$ cat src/rtl/tick_delay_timer_pkg.sv
// Purpose : shared types and constants for the tick-driven one-shot delay timer.
// Latency : n/a (package only).
// Backpressure: n/a (package only).
//
// Contents:
//   state_e        - FSM state encoding shared by RTL and bench
//   TB_*           - bit positions of the tick-enable strobes on tick_i
//   DEF_CNT_WIDTH  - default width of the delay counter
package tick_delay_timer_pkg;

  typedef enum logic [1:0] {
    ST_IDLE = 2'd0,
    ST_ARM  = 2'd1,
    ST_RUN  = 2'd2,
    ST_DONE = 2'd3
  } state_e;

  // Position of each time base on the tick_i bus
  localparam int TB_1US  = 0;
  localparam int TB_10US = 1;
  localparam int TB_1MS  = 2;
  localparam int TB_1S   = 3;

  localparam int DEF_CNT_WIDTH = 16;

endpackage : tick_delay_timer_pkg

$ cat src/rtl/tick_delay_timer.sv
// Purpose : one-shot delay timer counting a selectable tick-enable strobe; done pulse + sticky expired flag.
// Latency : done_o rises the cycle after the terminal tick; delay==0 start gives done_o the next cycle.
// Backpressure: none; start_i/stop_i are always accepted (stop wins over a coincident start).
//
// Ports:
//   clk        in   system clock (2MHz domain)
//   nrst       in   asynchronous active-low reset
//   tick_i     in   NUM_TB one-cycle tick enables (bit0=1us, bit1=10us, bit2=1ms, bit3=1s)
//   start_i    in   one-cycle request, captures tb_sel_i and delay_i
//   stop_i     in   one-cycle cancel
//   tb_sel_i   in   time-base index into tick_i
//   delay_i    in   delay in selected ticks
//   busy_o     out  high while arming or counting
//   done_o     out  one-cycle expiry pulse
//   expired_o  out  sticky expiry flag, cleared by start_i or stop_i
//   remain_o   out  ticks still to count
module tick_delay_timer
  import tick_delay_timer_pkg::*;
#(
  parameter int CNT_WIDTH    = DEF_CNT_WIDTH,
  parameter int NUM_TB       = 4,
  parameter int TB_SEL_WIDTH = 2,
  parameter bit ALIGN        = 1'b1
) (
  input  logic                    clk,
  input  logic                    nrst,
  input  logic [NUM_TB-1:0]       tick_i,
  input  logic                    start_i,
  input  logic                    stop_i,
  input  logic [TB_SEL_WIDTH-1:0] tb_sel_i,
  input  logic [CNT_WIDTH-1:0]    delay_i,
  output logic                    busy_o,
  output logic                    done_o,
  output logic                    expired_o,
  output logic [CNT_WIDTH-1:0]    remain_o
);

  state_e                  state_q,   state_d;
  logic [TB_SEL_WIDTH-1:0] tb_sel_q,  tb_sel_d;
  logic [CNT_WIDTH-1:0]    remain_q,  remain_d;
  logic                    expired_q, expired_d;
  logic                    busy_q,    busy_d;
  logic                    done_q,    done_d;

  logic                    tick_sel;
  state_e                  load_state;

  // Tick mux. Written as a compare loop so a select value with no matching
  // tick_i bit (out of range) simply yields no tick and the timer never expires.
  always_comb begin
    tick_sel = 1'b0;
    for (int i = 0; i < NUM_TB; i++) begin
      if (tb_sel_q == TB_SEL_WIDTH'(i)) begin
        tick_sel = tick_i[i];
      end
    end
  end

  // Where a start lands: zero delay expires immediately, otherwise ALIGN
  // decides whether the first selected tick is swallowed to align to the
  // time-base grid (N..N+1 periods) or counted (N-1..N periods).
  always_comb begin
    if (delay_i == '0) begin
      load_state = ST_DONE;
    end else if (ALIGN) begin
      load_state = ST_ARM;
    end else begin
      load_state = ST_RUN;
    end
  end

  always_comb begin
    state_d   = state_q;
    tb_sel_d  = tb_sel_q;
    remain_d  = remain_q;
    expired_d = expired_q;

    case (state_q)
      // DONE is a single cycle and otherwise behaves like IDLE, so a start
      // in the DONE cycle is taken as a fresh request.
      ST_IDLE, ST_DONE: begin
        state_d = ST_IDLE;
        if (stop_i) begin
          expired_d = 1'b0;
        end else if (start_i) begin
          tb_sel_d  = tb_sel_i;
          remain_d  = delay_i;
          expired_d = 1'b0;
          state_d   = load_state;
        end
      end

      ST_ARM, ST_RUN: begin
        if (stop_i) begin
          state_d   = ST_IDLE;
          remain_d  = '0;
          expired_d = 1'b0;
        end else if (start_i) begin
          // Retrigger: reload everything; a tick in this cycle belongs to the
          // old request and is dropped.
          tb_sel_d  = tb_sel_i;
          remain_d  = delay_i;
          expired_d = 1'b0;
          state_d   = load_state;
        end else if (tick_sel) begin
          if (state_q == ST_ARM) begin
            state_d = ST_RUN;
          end else if (remain_q <= CNT_WIDTH'(1)) begin
            // Terminal tick; the <= also keeps remain from wrapping below 0.
            remain_d = '0;
            state_d  = ST_DONE;
          end else begin
            remain_d = remain_q - CNT_WIDTH'(1);
          end
        end
      end

      default: begin
        state_d = ST_IDLE;
      end
    endcase

    // Entering DONE always raises the sticky flag, including a zero-delay start.
    if (state_d == ST_DONE) begin
      expired_d = 1'b1;
    end

    // Outputs are derived from the next state so they are registered yet
    // line up with the state they describe.
    busy_d = (state_d == ST_ARM) || (state_d == ST_RUN);
    done_d = (state_d == ST_DONE);
  end

  always_ff @(posedge clk or negedge nrst) begin
    if (!nrst) begin
      state_q   <= ST_IDLE;
      tb_sel_q  <= '0;
      remain_q  <= '0;
      expired_q <= 1'b0;
      busy_q    <= 1'b0;
      done_q    <= 1'b0;
    end else begin
      state_q   <= state_d;
      tb_sel_q  <= tb_sel_d;
      remain_q  <= remain_d;
      expired_q <= expired_d;
      busy_q    <= busy_d;
      done_q    <= done_d;
    end
  end

  assign busy_o    = busy_q;
  assign done_o    = done_q;
  assign expired_o = expired_q;
  assign remain_o  = remain_q;

endmodule : tick_delay_timer

$ cat config.mk
export PLATFORM = sky130hd
export DESIGN_NAME = tick_delay_timer
export DESIGN_NICKNAME = d
export VERILOG_FILES = /design/src/rtl/tick_delay_timer_pkg.sv /design/src/rtl/tick_delay_timer.sv
export SDC_FILE = /design/constraint.sdc
export NUM_CORES = 1
export LEC_CHECK = 0
export BUFFER_PORTS_ARGS = -buffer_cell sky130_fd_sc_hd__buf_2
export CORE_MARGIN = 2
export CORE_UTILIZATION = 33
export CTS_BUF_LIST = sky130_fd_sc_hd__clkbuf_4
export CTS_CLUSTER_DIAMETER = 50
export DETAILED_ROUTE_END_ITERATION = 10
export HOLD_SLACK_MARGIN = 0.02
export PLACE_DENSITY = 0.6
export SLEW_MARGIN = 20
export SYNTH_ARGS = -nofsm -noshare
export SYNTH_HDL_FRONTEND = slang
export SYNTH_SLANG_ARGS = --single-unit
$ cat constraint.sdc
create_clock -name clk -period 2.45 [get_ports clk]
set_input_delay 0.245 -clock clk [delete_from_list [all_inputs] [get_ports clk]]
set_output_delay 0.245 -clock clk [all_outputs]
set_load 0.02 [all_outputs]
# After elaboration in Yosys (flattened, before gate mapping)
# Index checks and enable logic that the tools add are counted.
[totals]
word_cells = 61
register_bits = 23
[op_classes]
reduce_logical = 9
addsub = 1
eq_ne = 16
order_cmp = 1
n_mux = 28
[op_table]
columns = ["operator", "n"]
rows = [
  ["16-bit two-way mux", 7],
  ["16-bit case mux with 2 select lines", 1],
  ["2-bit two-way mux", 11],
  ["16-bit by 1-bit <= comparator with 1-bit output, second input constant", 1],
  ["16-bit zero test", 1],
  ["16-bit by 1-bit subtractor with 16-bit output, second input constant", 1],
  ["2-bit == test, second input constant", 6],
  ["1-bit two-way mux", 8],
  ["4-bit != test, second input constant", 2],
  ["2-bit by 1-bit == test with 1-bit output, second input constant", 3],
  ["2-bit != test, second input constant", 3],
  ["2-bit zero test", 2],
  ["4-bit by 1-bit != test with 1-bit output, second input constant", 1],
  ["2-bit case mux with 2 select lines", 1],
  ["4-bit AND reduction", 1],
  ["2-bit OR reduction", 2],
  ["4-bit OR reduction", 1],
  ["2-bit by 1-bit != test with 1-bit output, second input constant", 1],
  ["2-bit AND reduction", 1],
  ["1-bit logical OR", 1],
]

# Logic depth before layout (Yosys ltp)
# Gate-level depths: netlist (run 1).
[depth]
word_depth = 11
mapped_depth = 9

# Worst setup path before layout (run 1)
# Ideal clock, no wire load.
[synth_timing]
path_kind = "flip-flop to flip-flop"
startpoint = "register remain_q[0], in the netlist remain_o[0]"
endpoint = "register remain_q[14], in the netlist remain_o[14]"
path_slack_ps = -24
required_ps = 2368
arrival_ps = 2391
path_stages_with_launch = 8
setup_time_ps = 82
path_cell_list = "dfrtp_1 inv_1 ha_1 or4b_4 or4_4 or3_1 o31a_1 o22ai_1"
[synth_between]
elab_chain_len = 7
[synth_lines]
columns = ["element", "line_no", "source"]
rows = [
  ["start: declaration", "tick_delay_timer.sv:40", "logic [CNT_WIDTH-1:0] remain_q, remain_d;"],
  ["start signal: assignment", "tick_delay_timer.sv:145", "remain_q <= remain_d;"],
  ["16-bit by 1-bit subtractor with 16-bit output or 16-bit by 1-bit <= comparator with 1-bit output (tied branches)", "tick_delay_timer.sv:113, tick_delay_timer.sv:108", ""],
  ["16-bit two-way mux (*)", "tick_delay_timer.sv:108", "end else if (remain_q <= CNT_WIDTH'(1)) begin"],
  ["16-bit two-way mux (*)", "tick_delay_timer.sv:106", "if (state_q == ST_ARM) begin"],
  ["16-bit two-way mux (*)", "tick_delay_timer.sv:105", "end else if (tick_sel) begin"],
  ["16-bit two-way mux (*)", "tick_delay_timer.sv:98", "end else if (start_i) begin"],
  ["16-bit two-way mux (*)", "tick_delay_timer.sv:94", "if (stop_i) begin"],
  ["16-bit case mux with 2 select lines (*)", "tick_delay_timer.sv:78", "case (state_q)"],
]
# Mark *: on every way between the ends. The rest lies on a longest branch, timed or not. The select of a mux whose other input is x is not followed.
# A chain may end at the register's enable or synchronous reset.

# Worst setup path in the final report (run 1)
[layout_timing]
startpoint = "register remain_q[1], in the netlist remain_o[1]"
endpoint = "register remain_q[14], in the netlist remain_o[14]"
# Same word-level chain as after synthesis.

==> results of run 1 <==
[repair_timing]
item	in CTS	in global routing
hold buffers	1	0
endpoints found under the hold margin	23	0
resized for setup	0	5
setup endpoints to repair	0	8
setup buffers	0	1
[layer usage]
layer  global-route usage  wire length (µm)  up-vias
li1                     -                 -      711
met4               0.0632                41        0
met3               0.0263               195        4
met1                0.225              1930      741
met5                    0                 0        -
met2                0.312              2160       49
[layout make-up]
| cell class | count | area (µm²) | area share |
|---|---|---|---|
| Inverter | 6 | 22.5 | 0.0121 |
| Tap cell | 50 | 62.6 | 0.0336 |
| Timing Repair Buffer | 64 | 373 | 0.200 |
| Sequential cell | 23 | 578 | 0.311 |
| Multi-Input combinational cell | 115 | 795 | 0.427 |
| Clock buffer | 4 | 30.0 | 0.0161 |
[flip-flops by register name, summed over array words and instances (netlist names)]
signal and cells:
busy_o 1, expired_o 1, tb_sel_q 2, state_q 2
remain_o 16, done_o 1
[report_power, final]
group / internal, W / switching, W / leakage, nW
sequential: 0.000432 / 0.0000518 / 0.291
clock: 0.0000748 / 0.000125 / 0.0184
combinational: 0.000196 / 0.000264 / 0.577
[cells by family (layout without fill, tap and decap cells)]
| kind of cell | after synthesis | after routing | synth area share |
|---|---|---|---|
| buf+inv | 14 | 74 | 0.0384 |
| fa+ha+maj | 4 | 4 | 0.0357 |
| flops | 23 | 23 | 0.411 |
| mux | 1 | 1 | 0.0161 |
| compound gates | 55 | 55 | 0.278 |
| simple gates | 55 | 55 | 0.221 |
[synthesized netlist by cell type]
cell type,count
a21o_1,4
a21o_2,1
a21oi_1,5
a221o_1,2
a22o_1,6
a22oi_1,3
a2bb2oi_1,1
a31oi_1,1
a32oi_1,3
and3_1,1
and4_1,1
buf_2,1
clkbuf_1,7
dfrtp_1,23
ha_1,4
inv_1,6
mux4_2,1
nand2_1,15
nand2b_1,2
nand3_1,1
nor2_1,8
nor2b_1,1
nor3_1,7
nor3b_1,1
nor4_1,6
nor4_2,2
o21a_1,1
o21ai_0,15
o22ai_1,2
o2bb2ai_1,5
o31a_1,1
o31ai_1,2
o41ai_1,3
or3_1,6
or4_1,1
or4_2,1
or4_4,1
or4b_4,1
[metrics by stage]
step	hold WS [ps]	cell area, µm²	instances	worst slack [ps]
floorplan	-50.6	1400	152	11.0
global placement	261	1790	256	162
detailed placement	265	1790	256	87.8
CTS	105	1830	261	60.3
global route	113	1860	262	15.7
finish	113	1860	262	79.9
[worst min path at each step]
| stage | startpoint | to | slack (ps) | cells past startpoint |
|---|---|---|---|---|
| floorplan | nrst | busy_o | -50 | 0 |
| detailed placement | nrst | expired_o | 270 | 1 |
| global route | tb_sel_i[1] | tb_sel_q[1] | 110 | 3 |
| global placement | nrst | expired_o | 260 | 1 |
| finish | tb_sel_i[0] | tb_sel_q[0] | 110 | 3 |
| CTS | tb_sel_i[0] | tb_sel_q[0] | 110 | 3 |
[critical path: stages, from the launching register on]
cell	delay [ps]
dfrtp_2	430
inv_1	80
ha_2	180
or4b_4	460
or4_4	430
or3_4	340
o31a_1	240
o22ai_1	140
==> out/metrics.cfg, run 1 <==
[outcome]
status=complete, no violations

[route]
ant_nets=0
avgRoutedWirePerCell_um=16.5
viasPerCell=5.74
drt_iter0_markers=89
num_vias=1505
drc=0
firstDrtPassIters=4
drt_wl_total_um=4330

[grt]
grt_max_degree=24
grt_pass1_vias=1498
antenna_found_initial=0
grt-ovfl-total=0
grt_pass1_wl_um=6960
grt_usage=0.179

[timing]
drv_slew=0
finalSetupViolCount=0
fmax_mhz=422
tightest_slew_ps=602
hold_viol=0
max_slew_margin=0.599
finalSetupTns_ps=0
rsz0062_at_grt=false
fin_crit_ps=2370
fin_crit_sh=0.967
finClkSkew_ps=5.26

[floorplanning]
die_area_mm2=0.00478
die_height_um=69.1
start_util=0.348
rows=23
ios=45
die_x_um=69.1
core-area_mm2=0.00403

[power]
p_leak_nw=0.887
total_power_w=0.00114
powerDensity_mw_per_mm2=614
ir_drop_mv=0.245

[setup_path]
timing_worst_setup_path_type=register to register
r2r.worst_path.cells=7
critPathCapture=remain_o[14]
crit_path_start_kind=register
r2r_setup_slack_ps=80
worstPathRequired_ps=2710
timing.rr.end=remain_o[14]
startpoint=remain_o[1]
arrival_ps=2630
crit_path_max_fanout=2
crit_path_end_kind=register
reg2reg_from=remain_o[1]

[final_layout]
final_cell_mix=44 x buf_2, 21 x dfrtp_1, 19 x buf_4
diodes=0
area_delta_synth_final_pct=32.9
post-route-util=0.462
final_common_cell=buf_2
fin_nets=243
nFillCells=398
drive_gt1_frac=0.377

[logic_synthesis]
synth_area_mm2=0.00140
synth-seq-cells=23
synth_cells=152
syn_avg_cell_area_um2=9.21
synth_top_area_frac=0.411
ys_seq_area_frac=0.411
synth_area_leaders=dfrtp_1 41%, o21ai_0 5.4%, nand2_1 4.0%, a22o_1 3.8%, ha_1 3.6%
synth_warnings=0
yosysTopAreaCell=dfrtp_1
syn-num-nets=182
ys_types=38

[placement]
place_congestion=0.838
io_buffers=44
hpwlAfterDp_um=3250

[clock_tree]
htree_levels=1
cts_sinks=23
tritoncts=yes
cts_max_path_buffers=2
cts_root_buf=clkbuf_4
cts_buffers=3
clock_latency_ps=320
clk_pin_slew_ps=140

[min_path]
min_path_type=input pin to register

[job]
cap_violations=0

No activity file was read; power rests on OpenSTA's default activity.
==> run 2, diff against run 1 <==
--- a/config.mk
+++ b/config.mk
@@ -7,4 +7,5 @@
 export LEC_CHECK = 0
 export BUFFER_PORTS_ARGS = -buffer_cell sky130_fd_sc_hd__buf_2
+export CORE_ASPECT_RATIO = 1.4
 export CORE_MARGIN = 2
 export CORE_UTILIZATION = 33
==> constraint.sdc (replaced) <==
create_clock -name clk -period 2.45 [get_ports clk]
set_input_delay 0.1225 -clock clk [delete_from_list [all_inputs] [get_ports clk]]
set_output_delay 0.1225 -clock clk [all_outputs]
set_load 0.02 [all_outputs]
==> run 2 against run 1 <==
Effect of this change:
- cell count fell by 1.1%
- sequential power down 0.8%
- die area is 0.16% higher
- worst setup slack worse by 43 ps
- non-clock buffer count grew 2
- utilization decreased by 1.3 points
- flip-flop and latch count unchanged
- clock skew rose by 6.0 ps
- sequential share of layout area is 0.19 points lower
- via count down 3.4%
- power down 2.0%
- largest cell class unchanged
==> out/metrics.cfg, run 2 (synthesis gave the netlist of run 1 again) <==
[outcome]
status=complete, no violations

[timing]
fin_crit_ps=2410
finClkSkew_ps=11.3
hold_ws_ps=47.0
rsz0062_at_grt=true
max_slew_margin=0.630
fmax_mhz=414
fin_crit_sh=0.985
finalSetupViolCount=0
tightest_slew_ps=549
drv_slew=0
hold_viol=0

[setup_path]
r2r_setup_slack_ps=40
r2r.worst_path.cells=7
arrival_ps=2670
crit_path_start_kind=register
worstPathRequired_ps=2710
timing.rr.end=remain_o[14]
reg2reg_from=remain_o[0]
timing_worst_setup_path_type=register to register
crit_path_end_kind=register
crit_path_max_fanout=5

[route]
ant_nets=0
num_vias=1454
drc=0
drt_wl_total_um=4090
avgRoutedWirePerCell_um=15.8
drt_iter0_markers=64
viasPerCell=5.61
firstDrtPassIters=4

[power]
powerDensity_mw_per_mm2=598
ir_drop_mv=0.242
p_leak_nw=0.901
total_power_w=0.00112

[clock_tree]
cts_sinks=23
cts_max_path_buffers=2
clk_pin_slew_ps=130
clock_latency_ps=330
cts_buffers=3
htree_levels=1
cts_root_buf=clkbuf_4
tritoncts=yes

[final_layout]
post-route-util=0.449
final_cell_mix=44 x buf_2, 21 x dfrtp_1, 18 x buf_4
final_common_cell=buf_2
area_delta_synth_final_pct=33.7
drive_gt1_frac=0.364
largest_reg_flops=16
final_area_mm2=0.00187
diodes=0
fin_nets=245

[grt]
grt_pass1_wl_um=6640
grt_max_degree=24
grt_pass1_vias=1422
grt-ovfl-total=0
antenna_found_initial=0
grt_usage=0.183

[floorplanning]
die_height_um=81.1
core-area_mm2=0.00417
rows=28
die_area_mm2=0.00479
ios=45
die_x_um=59.1
start_util=0.336

[min_path]
min_path_type=input pin to register
hold_path_end=state_q[0]
hp-start=stop_i
min_path_cells=2

[placement]
hpwlAfterDp_um=3200
place_congestion=0.802
place_area_mm2=0.00180
io_buffers=44

[job]
cap_violations=0

run 2: layout make-up:
type	count	area (µm²)
Tap cell	45	56.3
Clock buffer	3	22.5
Inverter	6	22.5
Timing Repair Buffer	66	405
Fill cell	425	2300
Multi-Input combinational cell	115	782
Clock inverter	1	5.00
Sequential cell	23	578
run 2: power breakdown:
group          internal (W)  switching [W]
Sequential         0.000432      0.0000485
Combinational      0.000202       0.000255
Clock             0.0000613       0.000121
run 2: per-layer routing:
metal	global-route usage	up-vias	wire length [µm]
li1	-	711	-
met1	0.237	687	1770
met2	0.299	49	2010
met3	0.0318	7	227
met4	0.0727	0	79
met5	0	-	0
run 2: worst max path at each step:
stage / from / to / slack, ps / cells after the start
detailed placement: remain_o[1] / remain_o[14] / -7 / 7
global placement: remain_o[1] / remain_o[14] / 120 / 7
global route: remain_o[0] / remain_o[14] / -40 / 7
finish: remain_o[0] / remain_o[14] / 40 / 7
floorplan: remain_o[0] / remain_o[14] / 10 / 7
CTS: remain_o[0] / remain_o[14] / 3 / 7
run 2: stage by stage:
| step | setup WS, ps | TNS [ps] | instances |
|---|---|---|---|
| 2_1_floorplan | 11.0 | 0 | 152 |
| 3_3_place_gp | 125 | 0 | 251 |
| 3_5_place_dp | -7.35 | -7.35 | 251 |
| 4_1_cts | 2.60 | 0 | 259 |
| 5_1_grt | -44.5 | -44.5 | 259 |
| 6_report | 36.9 | 0 | 259 |
run 2: critical path, stage by stage (launching register included):
cell and delay (ps):
dfrtp_2 420, inv_1 80, ha_1 160, or4b_4 460, or4_4 470, or3_4 350
o31a_1 260, o22ai_2 140
run 2: repair_timing:
action	4_1_cts	5_1_grt
gates resized for setup	0	2
hold buffers	3	0
hold endpoints to repair	25	0
setup endpoints to repair	1	1
setup buffers	1	0
